File: config.mk
export PLATFORM = sky130hd
export DESIGN_NAME = if_fetch
export DESIGN_NICKNAME = d
export VERILOG_FILES = /design/src/rtl/if_fetch_pkg.sv /design/src/rtl/if_fetch_fifo.sv /design/src/rtl/if_fetch.sv
export SDC_FILE = /design/constraint.sdc
export NUM_CORES = 1
export LEC_CHECK = 0
export BUFFER_PORTS_ARGS = -buffer_cell sky130_fd_sc_hd__buf_2
export CORE_ASPECT_RATIO = 0.9
export CORE_MARGIN = 2
export CORE_UTILIZATION = 56
export DETAILED_ROUTE_END_ITERATION = 6
export GPL_TIMING_DRIVEN = 0
export HOLD_SLACK_MARGIN = 0.05
export PLACE_DENSITY_LB_ADDON = 0.05
export SLEW_MARGIN = 20
export SYNTH_ARGS = -nofsm -noshare
export SYNTH_HDL_FRONTEND = slang
export SYNTH_SLANG_ARGS = --single-unit
File: constraint.sdc
create_clock -name clk -period 2.7 [get_ports clk]
set_input_delay 0.81 -clock clk [delete_from_list [all_inputs] [get_ports clk]]
set_output_delay 0.81 -clock clk [all_outputs]
set_load 0.01 [all_outputs]
File: src/rtl/if_fetch_pkg.sv
// Shared types and constants for the instruction-fetch front end.
package if_fetch_pkg;

    localparam int INST_ADDR_W = 32;
    localparam int INST_W      = 32;

    typedef logic [INST_ADDR_W-1:0] inst_addr_t;
    typedef logic [INST_W-1:0]      inst_t;

    localparam inst_addr_t ZERO_WORD    = 32'h0000_0000;
    localparam inst_addr_t RESET_PC_DEF = 32'h0000_0000;

    typedef enum logic [1:0] {
        FETCH_IDLE = 2'b00,
        FETCH_REQ  = 2'b01,
        FETCH_WAIT = 2'b10
    } fetch_state_e;

    typedef struct packed {
        inst_addr_t pc;
        inst_t      inst;
    } fetch_entry_t;

    localparam fetch_entry_t ENTRY_ZERO = {ZERO_WORD, ZERO_WORD};

    // Sequential fetch address; wraps naturally from 32'hFFFF_FFFC to 0.
    function automatic inst_addr_t next_pc(input inst_addr_t pc);
        return pc + 32'd4;
    endfunction

endpackage

File: src/rtl/if_fetch_fifo.sv
// Two-entry {pc, inst} buffer between the ROM response and IF/ID.
// Flush wins over push and pop; a push on a full buffer is taken only alongside a pop.
module if_fetch_fifo
    import if_fetch_pkg::*;
#(
    parameter int DEPTH = 2
) (
    input  logic         clk,
    input  logic         rst,
    input  logic         push,
    input  fetch_entry_t push_entry,
    input  logic         pop,
    input  logic         flush,
    output logic         empty,
    output logic         full,
    output logic [1:0]   count,
    output fetch_entry_t head
);

    localparam logic [1:0] FULL_CNT = 2'(DEPTH);

    fetch_entry_t mem_q [DEPTH];
    fetch_entry_t mem_d [DEPTH];
    logic         rd_ptr_q, rd_ptr_d;
    logic         wr_ptr_q, wr_ptr_d;
    logic [1:0]   count_q,  count_d;
    logic         do_push_s, do_pop_s;

    assign empty = (count_q == 2'd0);
    assign full  = (count_q == FULL_CNT);
    assign count = count_q;
    assign head  = empty ? ENTRY_ZERO : mem_q[rd_ptr_q];

    assign do_pop_s  = pop && !empty;
    assign do_push_s = push && (!full || do_pop_s);

    // Next pointer, occupancy and storage contents.
    always_comb begin
        mem_d    = mem_q;
        rd_ptr_d = rd_ptr_q;
        wr_ptr_d = wr_ptr_q;
        count_d  = count_q;
        if (flush) begin
            rd_ptr_d = 1'b0;
            wr_ptr_d = 1'b0;
            count_d  = 2'd0;
        end else begin
            if (do_push_s) begin
                mem_d[wr_ptr_q] = push_entry;
                wr_ptr_d        = ~wr_ptr_q;
            end else begin
                wr_ptr_d = wr_ptr_q;
            end
            if (do_pop_s) begin
                rd_ptr_d = ~rd_ptr_q;
            end else begin
                rd_ptr_d = rd_ptr_q;
            end
            case ({do_push_s, do_pop_s})
                2'b10:   count_d = count_q + 2'd1;
                2'b01:   count_d = count_q - 2'd1;
                default: count_d = count_q;
            endcase
        end
    end

    // Buffer state registers.
    always_ff @(posedge clk) begin
        if (rst) begin
            for (int i = 0; i < DEPTH; i++) begin
                mem_q[i] <= ENTRY_ZERO;
            end
            rd_ptr_q <= 1'b0;
            wr_ptr_q <= 1'b0;
            count_q  <= 2'd0;
        end else begin
            mem_q    <= mem_d;
            rd_ptr_q <= rd_ptr_d;
            wr_ptr_q <= wr_ptr_d;
            count_q  <= count_d;
        end
    end

endmodule

File: src/rtl/if_fetch.sv
// Instruction-fetch front end: owns the PC, keeps at most one ROM request in flight
// and presents buffered {pc, inst} pairs to IF/ID, honouring stall and delayed branches.
module if_fetch
    import if_fetch_pkg::*;
#(
    parameter inst_addr_t RESET_PC  = RESET_PC_DEF,
    parameter int         BUF_DEPTH = 2
) (
    input  logic        clk,
    input  logic        rst,
    input  logic        stall_i,
    input  logic        branch_flag_i,
    input  logic [31:0] branch_target_i,
    output logic        rom_ce,
    output logic        rom_req_valid,
    output logic [31:0] rom_req_addr,
    input  logic        rom_req_ready,
    input  logic        rom_resp_valid,
    input  logic [31:0] rom_resp_data,
    output logic [31:0] if_pc,
    output logic [31:0] if_inst,
    output logic        if_valid
);

    fetch_state_e state_q, state_d;
    inst_addr_t   pc_q, pc_d;
    inst_addr_t   req_pc_q, req_pc_d;
    logic         outstanding_q, outstanding_d;
    logic         drop_q, drop_d;
    logic         pend_redir_q, pend_redir_d;
    inst_addr_t   pend_target_q, pend_target_d;

    logic         fifo_empty_s, fifo_full_s;
    logic [1:0]   fifo_count_s;
    fetch_entry_t fifo_head_s;
    fetch_entry_t push_entry_s;
    logic [2:0]   occ_sum_s;
    logic         req_fire_s, resp_fire_s, pop_s, push_s, redir_s;
    inst_addr_t   redir_tgt_s;

    if_fetch_fifo #(
        .DEPTH(BUF_DEPTH)
    ) u_fetch_fifo (
        .clk       (clk),
        .rst       (rst),
        .push      (push_s),
        .push_entry(push_entry_s),
        .pop       (pop_s),
        .flush     (redir_s),
        .empty     (fifo_empty_s),
        .full      (fifo_full_s),
        .count     (fifo_count_s),
        .head      (fifo_head_s)
    );

    // Requests are gated so that every response in flight is guaranteed a free slot.
    assign occ_sum_s     = {1'b0, fifo_count_s} + {2'b00, outstanding_q};
    assign rom_ce        = (state_q != FETCH_IDLE);
    assign rom_req_valid = (state_q == FETCH_REQ) && !fifo_full_s && (occ_sum_s < 3'd2);
    assign rom_req_addr  = pc_q;

    assign req_fire_s   = rom_req_valid && rom_req_ready;
    assign resp_fire_s  = (state_q == FETCH_WAIT) && outstanding_q && rom_resp_valid;
    assign push_s       = resp_fire_s && !drop_q;
    assign push_entry_s = {req_pc_q, rom_resp_data};

    // The popped entry is the delay slot; everything younger is flushed with it.
    assign pop_s       = !stall_i && !fifo_empty_s;
    assign redir_s     = pop_s && (branch_flag_i || pend_redir_q);
    assign redir_tgt_s = branch_flag_i ? branch_target_i : pend_target_q;

    assign if_valid = !fifo_empty_s;
    assign if_pc    = fifo_head_s.pc;
    assign if_inst  = fifo_head_s.inst;

    // Next-state logic for the fetch FSM, PC and redirect bookkeeping.
    always_comb begin
        state_d       = state_q;
        pc_d          = pc_q;
        req_pc_d      = req_pc_q;
        outstanding_d = outstanding_q;
        drop_d        = drop_q;
        pend_redir_d  = pend_redir_q;
        pend_target_d = pend_target_q;

        case (state_q)
            FETCH_IDLE: state_d = FETCH_REQ;
            FETCH_REQ: begin
                if (req_fire_s) begin
                    state_d = FETCH_WAIT;
                end else begin
                    state_d = FETCH_REQ;
                end
            end
            FETCH_WAIT: begin
                if (resp_fire_s) begin
                    state_d = FETCH_REQ;
                end else begin
                    state_d = FETCH_WAIT;
                end
            end
            default: state_d = FETCH_IDLE;
        endcase

        if (req_fire_s) begin
            outstanding_d = 1'b1;
            req_pc_d      = pc_q;
        end else if (resp_fire_s) begin
            outstanding_d = 1'b0;
        end else begin
            outstanding_d = outstanding_q;
        end

        // A request accepted in the redirect cycle still carries the old PC.
        if (redir_s) begin
            pc_d          = redir_tgt_s;
            drop_d        = req_fire_s || (outstanding_q && !resp_fire_s);
            pend_redir_d  = 1'b0;
        end else begin
            if (req_fire_s) begin
                pc_d = next_pc(pc_q);
            end else begin
                pc_d = pc_q;
            end
            if (resp_fire_s) begin
                drop_d = 1'b0;
            end else begin
                drop_d = drop_q;
            end
            if (branch_flag_i) begin
                pend_redir_d  = 1'b1;
                pend_target_d = branch_target_i;
            end else begin
                pend_redir_d  = pend_redir_q;
            end
        end
    end

    // Fetch state registers.
    always_ff @(posedge clk) begin
        if (rst) begin
            state_q       <= FETCH_IDLE;
            pc_q          <= RESET_PC;
            req_pc_q      <= RESET_PC;
            outstanding_q <= 1'b0;
            drop_q        <= 1'b0;
            pend_redir_q  <= 1'b0;
            pend_target_q <= ZERO_WORD;
        end else begin
            state_q       <= state_d;
            pc_q          <= pc_d;
            req_pc_q      <= req_pc_d;
            outstanding_q <= outstanding_d;
            drop_q        <= drop_d;
            pend_redir_q  <= pend_redir_d;
            pend_target_q <= pend_target_d;
        end
    end

endmodule

==> results of run 1 <==
## area by class of cell
type	instances	share of cell area (%)
tap	240	2.49
sequential	233	38.7
inverter	6	0.187
multi-input combinational	933	40.3
clock buffer	35	6.16
timing repair buffer	167	6.92
clock inverter	9	0.725
buffer	96	4.57
## per-layer routing
metal	up-vias	GRT usage, %	wire [um]
met4	0	7.92	715
li1	4629	-	-
met2	273	43.6	11800
met1	4212	38.1	12500
met5	-	0	0
met3	50	4.69	1660
## stage by stage
step                      hold slack (ns)  utilization (%)  setup TNS, ns  instance area [um^2]  power, mW
after floorplan                     0.432                -              0                 10000       3.81
final                               0.450             68.8              0                 12100       7.31
after CTS                           0.450             68.6              0                 12000       7.35
after global routing                0.467             68.8              0                 12100       7.52
after global placement              0.437             63.6         -10.66                 11200       3.96
after detailed placement            0.442             63.6         -11.52                 11200       3.97
## power groups by stage
| stage | Combinational, mW | Clock, mW | Sequential (mW) |
|---|---|---|---|
| finish | 0.381 | 3.40 | 3.52 |
| global route | 0.422 | 3.58 | 3.52 |
| CTS | 0.379 | 3.45 | 3.52 |
| detailed placement | 0.375 | 0 | 3.60 |
| global placement | 0.370 | 0 | 3.59 |
| floorplan | 0.219 | 0 | 3.59 |
## what timing repair did
item / 4_1_cts / 5_1_grt
resized for setup: 28 / 12
endpoints found under the setup margin: 65 / 50
hold buffers: 0 / 0
## cells in the mapped netlist, types with 2 or more instances
master	instances
nor3_1	5
xor2_1	25
buf_2	15
nor4_1	3
and3_1	2
or2_2	2
xnor2_1	9
nand3_1	13
nand2_1	399
nor2b_1	26
nand3_2	2
nor2_1	90
ha_1	2
buf_1	11
nor3_4	2
clkbuf_1	56
mux2i_1	70
dfxtp_1	233
buf_6	13
a211oi_1	57
a21oi_1	192
inv_1	5
or3_1	3
nand4_1	15
## layout by cell type (no fill, tap or decap), types with 3 or more instances in the layout
cell type | Yosys | final
a211oi_1 | 57 | 57
a21oi_1 | 192 | 192
buf_2 | 15 | 183
buf_6 | 13 | 18
clkbuf_1 | 56 | 53
clkbuf_16 | 0 | 25
clkbuf_4 | 0 | 5
clkbuf_8 | 0 | 8
clkinv_2 | 0 | 5
dfxtp_1 | 233 | 231
inv_1 | 5 | 5
mux2i_1 | 70 | 70
nand2_1 | 399 | 399
nand3_1 | 13 | 13
nand4_1 | 15 | 15
nor2_1 | 90 | 89
nor2b_1 | 26 | 26
nor3_1 | 5 | 5
nor4_1 | 3 | 3
or3_1 | 3 | 3
xnor2_1 | 9 | 9
xor2_1 | 25 | 25
## final timing paths
kind	startpoint	end	slack [ns]	cells past startpoint
hold / removal	pend_target_q[4]$_SDFFE_PP0N_	pend_target_q[4]$_SDFFE_PP0N_	0.45	2
setup / recovery	u_fetch_fifo.count[0]$_SDFFE_PP0P_	if_pc[11]	0.07	5
hold reg to reg	pend_target_q[4]$_SDFFE_PP0N_	pend_target_q[4]$_SDFFE_PP0N_	0.45	2
setup reg to reg	rom_req_addr[2]$_SDFFE_PP0P_	rom_req_addr[30]$_SDFFE_PP0P_	0.43	6
## kinds of logic (layout without fill, tap and decap cells)
logic type               count (synthesis)  after routing  share of synthesized area (%)
flip-flops                             233            233                           46.5
multiplexers                            71             71                           7.10
buffers and inverters                  102            313                           5.02
AO/OA/AOI/OAI                          256            256                           14.4
XOR/XNOR                                34             34                           2.97
adder cells (fa/ha/maj)                  2              2                          0.250
AND/OR/NAND/NOR                        570            570                           23.8
## state kept, by name, summed over array words and instances (netlist names)
name / cells
drop_q: 1
outstanding_q: 1
pend_redir_q: 1
pend_target_q: 32
req_pc_q: 32
rom_req_addr: 32
state_q: 2
u_fetch_fifo.count: 2
u_fetch_fifo.mem_q: 128
u_fetch_fifo.rd_ptr_q: 1
u_fetch_fifo.wr_ptr_q: 1
## critical path, cell delays in order (launching register included)
cell	delay, ns
dfxtp_2	0.36
nor2_4	0.19
clkbuf_4	0.27
clkbuf_4	0.25
nor2_1	0.09
buf_2	0.14
==> flow_metrics.env, run 1 <==
export IMPL_hold_viol=0
export IMPL_die_area_um2=19000
export IMPL_wirelength_um=26700
export IMPL_clk_latency_ns=0.52
export IMPL_synth_largest_area_cell="dfxtp_1"
export IMPL_dieHeight_um=131
export IMPL_fin_skew_ns=0.0103
export IMPL_start_util_pct=57.1
export IMPL_ys_seq_elements=233
export IMPL_worstSetupStartpointType="register"
export IMPL_initialDrtViolationCount=709
export IMPL_hpwl_um=18800
export IMPL_drc=0
export IMPL_fill_cells=1536
export IMPL_min_path_type="reg -> reg"
export IMPL_pre_cts_ws_ns=-0.317
export IMPL_setup_slack_ns=0.0708
export IMPL_grt_setup_unrepaired="false"
export IMPL_drive_gt1_share_pct=18.0
export IMPL_drtPass1Iterations=5
export IMPL_switching_power_mw=1.67
export IMPL_overflow=0
export IMPL_worstPathMaxFanout=10
export IMPL_root_buffer="clkbuf_16"
export IMPL_power_frac_seq_pct=48.2
export IMPL_pin_count=169
export IMPL_synth_async_reset_ratio_pct=0
export IMPL_grt_antenna_before_repair=0
export IMPL_p_clk_share_pct=46.6
export IMPL_diodes=0
export IMPL_via_per_inst=5.33
export IMPL_grt_max_degree=14
export IMPL_regArea_um2=4670
export IMPL_layoutNonFillerInstCount=1719
export IMPL_finalSetupViolations=0
export IMPL_grt_pass1_wl_um=42300
export IMPL_syn2layout_area_growth_pct=20.4
export IMPL_worst_slew_pin_slew_ns=0.793
export IMPL_p_per_area_nw_per_um2=605
export IMPL_peakVddDrop_v=0.000513
export IMPL_critPathCaptureType="output port"
export IMPL_fin_crit_sh_pct=97.4
export IMPL_placed_cells=1675
export IMPL_htree_levels=1
export IMPL_yosysTopAreaCellShare_pct=46.5
export IMPL_synthCells=1268
export IMPL_intPower_mw=5.63
export IMPL_slew_viol_final=0
export IMPL_cts_sinks=233
export IMPL_seq_area_frac_synth_pct=46.5
export IMPL_vias=9164
export IMPL_worst_ep_arrival_time_ns=1.82
export IMPL_yosys_warnings=0
export IMPL_pwr_share_comb_pct=5.2
export IMPL_synth_cell_types=42
export IMPL_core_area_um2=17600
export IMPL_status="complete, no violations"
export IMPL_synth_enable_flop_cells=0
export IMPL_routabilityCongestion=0.868
export IMPL_path_clk_slew_ns=0.06
export IMPL_syn_avg_cell_area_um2=7.91
export IMPL_cts_tree="done"
export IMPL_cts_buffers_inserted=25
export IMPL_track_usage_pct=27.2
export IMPL_required_ns=1.89
export IMPL_p_leak_nw=4.31
export IMPL_fin_crit_ns=2.63
export IMPL_rows=46
export IMPL_synth_area_um2=10000
export IMPL_synthTopCellsByArea="dfxtp_1 47%, nand2_1 15%, a21oi_1 9.6%"
export IMPL_max_cap_viol_count=0
export IMPL_critPathKind="reg -> out"
export IMPL_syn_num_nets=1340
export IMPL_ant_nets=0
export IMPL_grt_pass1_vias=8308
export IMPL_clockBufferDepth=3
export IMPL_multiInputGateArea_um2=4870
export IMPL_die_w_um=145
export IMPL_wl_per_cell_um=15.5
export IMPL_io_buffer_count=167
export IMPL_num_nets_final=1534
export IMPL_swShare_pct=22.9
export IMPL_slew_headroom_pct=47.1
export IMPL_synth_ff_type="dfxtp_1"
export IMPL_post_cts_buffers=0
export IMPL_max_freq_mhz=380
No activity file was read; power rests on OpenSTA's default activity.
==> inputs of run 2 (changes only) <==
--- a/config.mk
+++ b/config.mk
@@ -13,6 +13,7 @@
 export GPL_TIMING_DRIVEN = 0
 export HOLD_SLACK_MARGIN = 0.05
 export PLACE_DENSITY_LB_ADDON = 0.05
+export SETUP_SLACK_MARGIN = 0.4
 export SLEW_MARGIN = 20
 export SYNTH_ARGS = -nofsm -noshare
 export SYNTH_HDL_FRONTEND = slang
==> run 2 against run 1 <==
Net effect: register-to-register slack improved by 0.10 ns; count of clock-buffer cells in the layout unchanged; total power is 0.43% higher; highest routed layer unchanged; wire length grew 5.1%; critical path depth unchanged; largest cell class unchanged; cell count grew 1.4%; via count rose by 2.5%; global-route usage up 1.1 points; worst setup slack improved by 0.14 ns.
==> flow_metrics.env, run 2 (synthesis gave the netlist of run 1 again) <==
export IMPL_status="complete, no violations"
export IMPL_htree_levels=1
export IMPL_num_nets_final=1558
export IMPL_final_common_cell="nand2_1"
export IMPL_via_per_inst=5.39
export IMPL_fin_crit_sh_pct=92.1
export IMPL_route_met3_wl_um=1800
export IMPL_worstPathMaxFanout=5
export IMPL_diodes=0
export IMPL_die_w_um=145
export IMPL_totalNegativeSetupSlack_ns=0
export IMPL_clockBufferDepth=3
export IMPL_m1WireLength_um=12700
export IMPL_die_area_um2=19000
export IMPL_max_freq_mhz=402
export IMPL_core_area_um2=17600
export IMPL_finalSetupViolations=0
export IMPL_slew_viol_final=0
export IMPL_power_frac_seq_pct=48.0
export IMPL_largest_register_ffs=128
export IMPL_fill_cells=1425
export IMPL_grt_max_degree=14
export IMPL_p_clk_share_pct=46.3
export IMPL_routed_top_layer="met4"
export IMPL_ant_nets=0
export IMPL_stdcell_area_um2=12600
export IMPL_critPathKind="reg -> out"
export IMPL_pin_count=169
export IMPL_grt_setup_unrepaired="true"
export IMPL_track_usage_pct=28.3
export IMPL_grt_pass1_vias=8586
export IMPL_peakVddDrop_v=0.000515
export IMPL_p_per_area_nw_per_um2=581
export IMPL_regArea_um2=4680
export IMPL_swShare_pct=22.9
export IMPL_r2r_slack_ns=0.53
export IMPL_required_ns=1.89
export IMPL_worst_ep_arrival_time_ns=1.68
export IMPL_hold_ws_ns=0.449
export IMPL_cts_buffers_inserted=25
export IMPL_rows=46
export IMPL_drtPass1Iterations=5
export IMPL_multiInputGateArea_um2=4930
export IMPL_path_clk_slew_ns=0.06
export IMPL_hpwl_um=18800
export IMPL_intPower_mw=5.66
export IMPL_pre_cts_ws_ns=-0.317
export IMPL_met2WireLength_um=12700
export IMPL_start_util_pct=57.1
export IMPL_hold_viol=0
export IMPL_fin_crit_ns=2.49
export IMPL_place_area_um2=11200
export IMPL_initialDrtViolationCount=659
export IMPL_pwr_share_comb_pct=5.7
export IMPL_switching_power_mw=1.68
export IMPL_overflow=0
export IMPL_worstSetupStartpointType="register"
export IMPL_min_path_type="reg -> reg"
export IMPL_io_buffer_count=167
export IMPL_worst_slew_pin_slew_ns=0.801
export IMPL_grt_pass1_wl_um=43800
export IMPL_vias=9390
export IMPL_cts_sinks=233
export IMPL_dieHeight_um=131
export IMPL_grt_antenna_before_repair=0
export IMPL_clk_latency_ns=0.52
export IMPL_syn2layout_area_growth_pct=25.9
export IMPL_top_register="u_fetch_fifo.mem_q"
export IMPL_fin_skew_ns=0.0117
export IMPL_drive_gt1_share_pct=21.0
export IMPL_p_leak_nw=4.56
export IMPL_cts_tree="done"
export IMPL_critPathCaptureType="output port"
export IMPL_wl_per_cell_um=16.1
export IMPL_drc=0
export IMPL_final_cell_mix="399 x nand2_1, 229 x dfxtp_1, 192 x a21oi_1"
export IMPL_setup_slack_ns=0.212
export IMPL_slew_headroom_pct=46.6
export IMPL_routabilityCongestion=0.868
export IMPL_max_cap_viol_count=0
export IMPL_wirelength_um=28000
export IMPL_root_buffer="clkbuf_16"
run 2: critical path, cell delays in order (launching register included):
cell,delay (ns)
dfxtp_4,0.38
clkbuf_8,0.19
buf_12,0.13
mux2i_2,0.25
nor2_1,0.06
buf_2,0.15
run 2: layout make-up:
type                       count  share of cell area (%)
inverter                       6                   0.198
tap                          240                    2.38
clock buffer                  35                    5.89
clock inverter                 9                   0.694
sequential                   233                    37.0
buffer                        96                    5.40
timing repair buffer         191                    9.34
multi-input combinational    933                    39.1
run 2: repair_timing:
| action | 4_1_cts | 5_1_grt |
|---|---|---|
| endpoints found under the setup margin | 66 | 117 |
| gates cloned | 7 | 2 |
| resized for setup | 79 | 27 |
| hold buffers | 0 | 0 |
| pin swaps | 3 | 3 |
| setup buffers | 10 | 5 |
run 2: power by group through the flow:
| stage | clock network [mW] | logic, mW | registers [mW] |
|---|---|---|---|
| floorplan | 0 | 0.219 | 3.59 |
| global placement | 0 | 0.370 | 3.59 |
| detailed placement | 0 | 0.375 | 3.60 |
| CTS | 3.45 | 0.408 | 3.52 |
| global route | 3.57 | 0.461 | 3.52 |
| finish | 3.40 | 0.421 | 3.52 |
run 2: layer usage:
layer / vias up / global-route usage [%]
met5: - / 0
li1: 4679 / -
met1: 4358 / 38.8
met2: 295 / 46.1
met3: 58 / 4.90
met4: 0 / 9.14
run 2: path summary, 6_finish.rpt:
check / cells past startpoint / endpoint / from
setup / recovery: 5 / if_pc[8] / u_fetch_fifo.rd_ptr_q$_SDFFE_PP0P_
hold reg to reg: 2 / pend_target_q[18]$_SDFFE_PP0N_ / pend_target_q[18]$_SDFFE_PP0N_
setup reg to reg: 10 / u_fetch_fifo.mem_q[38]$_SDFFE_PP0P_ / u_fetch_fifo.count[0]$_SDFFE_PP0P_
hold / removal: 2 / pend_target_q[18]$_SDFFE_PP0N_ / pend_target_q[18]$_SDFFE_PP0N_
run 2: per-stage QoR:
| step | total power, mW | instances | util, % |
|---|---|---|---|
| after CTS | 7.38 | 1736 | 71.0 |
| final | 7.34 | 1743 | 71.9 |
| after detailed placement | 3.97 | 1675 | 63.6 |
| after global routing | 7.56 | 1743 | 71.9 |
| after floorplan | 3.81 | 1268 | - |
| after global placement | 3.96 | 1675 | 63.6 |
